<file path="src/rtl/router_pkt_fifo.sv">
// Packet-aware synchronous FIFO for a router output channel: stores a header
// marker with each word and tags read data with start/end-of-packet strobes.
module router_pkt_fifo #(
  parameter int DATA_W    = 8,
  parameter int DEPTH     = 16,
  parameter int LEN_MSB   = 7,
  parameter int LEN_LSB   = 2,
  parameter int AFULL_LVL = 14
) (
  input  logic                     clk,
  input  logic                     resetn,
  input  logic                     soft_rst,
  input  logic                     write_enb,
  input  logic [DATA_W-1:0]        din,
  input  logic                     lfd_state,
  input  logic                     read_enb,
  output logic [DATA_W-1:0]        dout,
  output logic                     dout_valid,
  output logic                     sop_out,
  output logic                     eop_out,
  output logic                     empty,
  output logic                     full,
  output logic                     almost_full,
  output logic [$clog2(DEPTH):0]   count,
  output logic                     ovf_err,
  output logic                     udf_err
);

  localparam int AW    = $clog2(DEPTH);
  localparam int PW    = AW + 1;
  localparam int LEN_W = LEN_MSB - LEN_LSB + 1;
  localparam int REM_W = (LEN_W + 1 > 7) ? LEN_W + 1 : 7;
  localparam logic [PW-1:0] AFULL_C = PW'(AFULL_LVL);

  logic [DATA_W:0]    mem [DEPTH];
  logic [PW-1:0]      wr_ptr, rd_ptr;
  logic [REM_W-1:0]   rem;
  logic [DATA_W:0]    rd_word;
  logic [LEN_W-1:0]   rd_len;
  logic               flush, wr_acc, rd_acc;

  assign flush       = ~resetn | soft_rst;
  assign empty       = (wr_ptr == rd_ptr);
  assign full        = (wr_ptr[AW] != rd_ptr[AW]) && (wr_ptr[AW-1:0] == rd_ptr[AW-1:0]);
  assign count       = wr_ptr - rd_ptr;
  assign almost_full = (count >= AFULL_C);
  assign wr_acc      = ~flush & write_enb & ~full;
  assign rd_acc      = ~flush & read_enb & ~empty;
  assign rd_word     = mem[rd_ptr[AW-1:0]];
  assign rd_len      = rd_word[LEN_MSB:LEN_LSB];

  // Storage is not cleared by reset; the header marker rides in the top bit.
  always_ff @(posedge clk) begin
    if (wr_acc) mem[wr_ptr[AW-1:0]] <= {lfd_state, din};
  end

  always_ff @(posedge clk) begin
    if (flush) begin
      wr_ptr     <= '0;
      rd_ptr     <= '0;
      rem        <= '0;
      dout       <= '0;
      dout_valid <= 1'b0;
      sop_out    <= 1'b0;
      eop_out    <= 1'b0;
      ovf_err    <= 1'b0;
      udf_err    <= 1'b0;
    end else begin
      if (wr_acc) wr_ptr <= wr_ptr + PW'(1);
      if (write_enb && full) ovf_err <= 1'b1;
      if (read_enb && empty) udf_err <= 1'b1;
      if (rd_acc) begin
        rd_ptr     <= rd_ptr + PW'(1);
        dout       <= rd_word[DATA_W-1:0];
        dout_valid <= 1'b1;
        if (rd_word[DATA_W]) begin
          // A header always restarts tracking, even over a truncated packet.
          rem     <= REM_W'(rd_len) + REM_W'(1);
          sop_out <= 1'b1;
          eop_out <= 1'b0;
        end else if (rem != '0) begin
          rem     <= rem - REM_W'(1);
          sop_out <= 1'b0;
          eop_out <= (rem == REM_W'(1));
        end else begin
          sop_out <= 1'b0;
          eop_out <= 1'b0;
        end
      end else begin
        dout_valid <= 1'b0;
        sop_out    <= 1'b0;
        eop_out    <= 1'b0;
      end
    end
  end

endmodule

</file>
<file path="config.mk">
export PLATFORM = sky130hd
export DESIGN_NAME = router_pkt_fifo
export DESIGN_NICKNAME = d
export VERILOG_FILES = /design/src/rtl/router_pkt_fifo.sv
export SDC_FILE = /design/constraint.sdc
export NUM_CORES = 1
export LEC_CHECK = 0
export BUFFER_PORTS_ARGS = -buffer_cell sky130_fd_sc_hd__buf_2
export CAP_MARGIN = 20
export CORE_MARGIN = 4
export CORE_UTILIZATION = 65
export DETAILED_ROUTE_END_ITERATION = 10
export PLACE_DENSITY_LB_ADDON = 0.1
export SLEW_MARGIN = 20
export SYNTH_ARGS = -nofsm -noshare
export SYNTH_HDL_FRONTEND = slang
export SYNTH_SLANG_ARGS = --single-unit
</file>
<file path="constraint.sdc">
create_clock -name clk -period 5.8 [get_ports clk]
set_clock_uncertainty 0.1 [all_clocks]
set_input_delay 0.87 -clock clk [delete_from_list [all_inputs] [get_ports clk]]
set_output_delay 0.87 -clock clk [all_outputs]
set_load 0.03 [all_outputs]
</file>
; Yosys cells after proc, flatten, opt, wreduce, memory -nomap -nowiden
; Memory sizes are Yosys's and may differ from the RTL's. A register that Yosys moved wholly into a read port is not among the register bits.
; Cells that the tools add are included.
[word_totals]
reg_bits = 30
ramBits = 144
inputBits = 14
output_inout_bits = 21
elab_cells = 47
mem_count = 1
[op_classes]
addsub = 5
magnitude_cmp = 1
n_eq_ne = 4
muxes = 8
bitwise = 11
n_reduce_logical = 8
[memory_table]
columns = name, words, width, read_ports, rd_ports_with_merged_regs, wr, line
row1 = mem, 16, 9, 1, 1, 1, 35  ; logic [DATA_W:0] mem [DEPTH];
[op_table]
columns = op, n
row1 = $mux 7, 2
row2 = $add 5x1->5 const B, 2
row3 = $mux 4, 2
row4 = $add 6x1->7 const B, 1
row5 = $eq 7x1->1 const B, 1
row6 = $reduce_bool 7->1, 1
row7 = $sub 7x1->7 const B, 1
row8 = $not 1->1, 6
row9 = $eq 5x5->1, 1
row10 = $ge 5x4->1 const B, 1
row11 = $sub 5x5->5, 1
row12 = $and 1x1->1, 4
row13 = $eq 4x4->1, 1
row14 = $mux 1, 4
row15 = $reduce_or 4->1, 1
row16 = $logic_and 1x1->1, 3
row17 = $reduce_and 2->1, 1
row18 = $reduce_bool 2->1, 1
row19 = $reduce_or 2->1, 1
row20 = $ne 1x1->1, 1
row21 = $or 1x1->1, 1

; Depth between registers and ports, before layout
[logic_depth]
word_depth = 7
mapped_depth = 11

; Least setup slack after synthesis
; No wires, ideal clock.
[synth_timing]
path_type = register to output
from = register wr_ptr[0]
to = output port almost_full
arrival_time_ns = 1.999
required_time_ns = 4.830
slack_ns = 2.831
path_stages_with_launch = 9
path_buffers = 0
cell_sequence = dfxtp_1 -> inv_1 -> ha_1 -> inv_1 -> fa_1 -> a21o_1 -> a21oi_1 -> xnor2_1 -> a31o_2
[synth_via]
elab_chain_cells = 2
[synth_lines]
columns = item, line
row1 = start: declaration, 36  ; logic [PW-1:0] wr_ptr, rd_ptr;
row2 = start signal: assignment, 69  ; if (wr_acc) wr_ptr <= wr_ptr + PW'(1);
row3 = $sub 5x5->5, 45  ; assign count = wr_ptr - rd_ptr;
row4 = named net count[4], 24  ; output logic [$clog2(DEPTH):0] count,
row5 = $ge 5x4->1, 46  ; assign almost_full = (count >= AFULL_C);
row6 = end: declaration, 23  ; output logic almost_full,
; The timed path passes the listed nets, and every way through them passes these cells.

; Worst setup path in the final report
[layout_timing]
from = register wr_ptr[0]
to = output port almost_full
[layout_via]
elab_chain_cells = 2
[layout_lines]
columns = item, line
row1 = $sub 5x5->5, 45
row2 = $ge 5x4->1, 46
; No other way between the ends.

==> flow_summary_export.csv <==
group,metric,value,unit
status,status,"finished clean",
sta,worst_pin_slew,1.08,ns
finish,areaGrowthSynthToFinish,11.6,%
grt,track_usage,25.2,%
logic_synthesis,ys_seq_area_share,69.3,%
floorplanning,core-area,10800,um^2
floorplanning,rows,38,
placement,port_buffers,34,
route,totalWireLength,14700,um
critical_path,crit_family,"compound AO/OA/AOI/OAI gates",
placement,dp_slack,2.47,ns
clocking,clkLatencyLatePin,0.54,ns
sta,maxSlewViolCount,0,
logic_synthesis,synth-async-reset-ratio,0,%
logic_synthesis,synth_edf_count,144,
route,drt_iter0_drc,446,
sta,worst_slack,2.34,ns
logic_synthesis,yosys_warnings,0,
critical_path,cp_slowest_cell,"fa_1",
finish,nets,512,
logic_synthesis,ys_top_cells_by_area,"edfxtp_1 (60%), mux4_2 (13%), dfxtp_1 (9.4%), ha_1 (2.3%), nor2_1 (1.9%)",
finish,stdcell_area,8060,um^2
logic_synthesis,yosysTopAreaCell,"edfxtp_1",
critical_path,path_cells,"inv_1 > ha_1 > inv_1 > fa_1 > a21o_1 > a21oi_1 > xnor2_1 > a31o_2 > buf_2",
placement,dpl_cell_area,7520,um^2
sta,min_period,3.46,ns
worst_hold_path,hold_class,"reg -> reg",
sta,rsz0062_at_grt,"false",
finish,drive_gt1_share,24.0,%
route,vias,3980,
logic_synthesis,syn_avg_cell_area,16.4,um^2
sta,finalHoldViolations,0,
grt,grt_max_degree,34,
logic_synthesis,synth_flop_cell,"edfxtp_1",
critical_path,critical_path_class,"reg -> out",
sta,slew-limit-headroom,27.9,%
logic_synthesis,syn_nets,469,
clocking,cts_buffers,17,
finish,n_antenna_cell,0,
route,drc_errors,0,
sta,setup-violations-final,0,
clocking,htree_levels,4,
logic_synthesis,synth_top_area_share,59.9,%
floorplanning,initial_core_util,66.6,%
clocking,clockBufferDepth,2,
clocking,cts_setup_buffers,0,
grt,antenna_found_initial,0,
logic_synthesis,ys_types,41,
clocking,clkTransAtPathRegs,0.07,ns
power,power.density,311,nW/um^2
route,final_antenna_net_count,0,
critical_path,max_stage_delay,0.40,ns
route,drt_pre_antenna_iters,5,
grt,grt_pass1_vias,4133,
sta,fin_crit_sh,59.6,%
power,vdd_drop_max,0.343,mV
route,via_per_inst,6.26,
floorplanning,die_x,113,um
critical_path,crit_path_end_kind,"output port",
critical_path,critPathMaxFanout,4,
floorplanning,design.die.area,12900,um^2
logic_synthesis,synth-seq-cells,178,
logic_synthesis,syn_area,7220,um^2
clocking,clock-root-buffer,"clkbuf_8",
placement,dpl.hpwl,9340,um
critical_path,setup.worst_path.start_class,"flip-flop",
clocking,cts_tree,"yes",
grt,grt.overflow.total,0,
placement,place.gp.congestion,0.848,
finish,n_fill_cell,662,
flow_run,max_cap_violations,0,
power,p_leak,2.67,nW
clocking,cts_num_sinks,178,
clocking,cts_resized,0,
logic_synthesis,syn_inst,441,
critical_path,worstPathArrival,2.49,ns
clocking,holdBufCountCts,0,
sta,fmax,289,MHz
route,wire_per_inst,23.0,um
sta,final.setup.tns,0,ns
critical_path,cpMostUsedCell,"inv_1",
floorplanning,ioPinCount,35,
critical_path,worstPathRequired,4.83,ns
critical_path,critPathBufInv,3,
floorplanning,die_h,113,um
grt,grt_pass1_wl,23400,um
## flip-flops by register name (all words and copies together), names as in the netlist, named ones only
name        cells
udf_err         1
rd_ptr          5
eop_out         1
ovf_err         1
rem             7
dout            8
wr_ptr          5
mem           144
sop_out         1
dout_valid      1
## cell type report
class	instances	area, um^2	area share [%]
tap	140	175	2.17
timing repair buffer	43	238	2.95
clock buffer	19	422	5.23
inverter	10	37.5	0.466
clock inverter	12	110	1.37
sequential	178	5010	62.1
multi-input combinational	234	2070	25.7
## per-layer routing
layer,global-route usage (%),wire [um]
met4,6.89,205
met5,0,0
met1,34.4,6010
met2,40.8,7350
met3,7.21,1090
## metrics by stage
| stage | cells | total power [mW] | hold slack (ns) | util, % |
|---|---|---|---|---|
| floorplan | 441 | 1.47 | 0.354 | - |
| global placement | 604 | 1.50 | 0.345 | 69.3 |
| detailed placement | 604 | 1.50 | 0.349 | 69.3 |
| CTS | 635 | 2.52 | 0.360 | 74.2 |
| global route | 636 | 2.59 | 0.382 | 74.3 |
| finish | 636 | 2.51 | 0.360 | 74.3 |
## placed cells by master, fill, tap and decap left out, types with 3 or more instances in the layout
cell type,n
a21oi_1,21
a22oi_1,3
buf_2,34
buf_4,9
clkbuf_16,16
clkinv_4,3
clkinvlp_4,3
dfxtp_1,33
edfxtp_1,144
ha_1,13
inv_1,10
mux4_2,41
nand2_1,36
nand2b_1,3
nand3_1,10
nand3_2,3
nand4_1,5
nor2_1,37
nor2b_1,5
nor3_1,8
o21ai_0,4
o21ai_1,6
xnor2_1,9
xor2_1,7
## cells in the mapped netlist, types with 3 or more instances
master and count:
nand4_1 5, mux4_2 41, inv_1 10, o21ai_1 7, nand2b_1 3, xnor2_1 9, xor2_1 7, nand2_1 36
nand3_2 3, buf_6 4, ha_1 13, dfxtp_1 34, o21ai_0 4, buf_2 3, nor3_1 8, a22oi_1 3
nor2_1 37, edfxtp_1 144, a21oi_1 21, nor2b_1 5, clkbuf_1 9, nand3_1 10
## worst register-to-register path, cell delays in order, from the launching register on
cell	delay [ns]
dfxtp_2	0.85
buf_4	0.44
mux4_2	0.55
a22oi_1	0.20
nand3_1	0.22
ha_1	0.30
nand3_2	0.08
xnor2_1	0.07
a221oi_1	0.30
nor2_1	0.06
## worst paths after layout
path | start | endpoint | slack [ns] | cells past startpoint
worst min register to register | dout[0]$_SDFFE_PP0P_ | dout[0]$_SDFFE_PP0P_ | 0.36 | 2
worst max-delay path | wr_ptr[0]$_SDFFE_PP0P_ | almost_full | 2.34 | 9
worst max register to register | flip-flop | rem[4]$_SDFFE_PP0P_ | 2.51 | 9
worst min-delay path | dout[0]$_SDFFE_PP0P_ | dout[0]$_SDFFE_PP0P_ | 0.36 | 2
## power by group
group	internal [mW]	switching [mW]
sequential	1.38	0.00507
clock	0.568	0.463
combinational	0.0292	0.0566
## kinds of logic after synthesis
family / synth area share [%]
buf+inv: 2.03
fa+ha+maj: 2.53
xor+xnor: 1.94
simple gates: 7.33
flops: 69.3
mux: 12.9
compound gates: 3.90
Note: power is estimated with default switching activity, not from simulation.
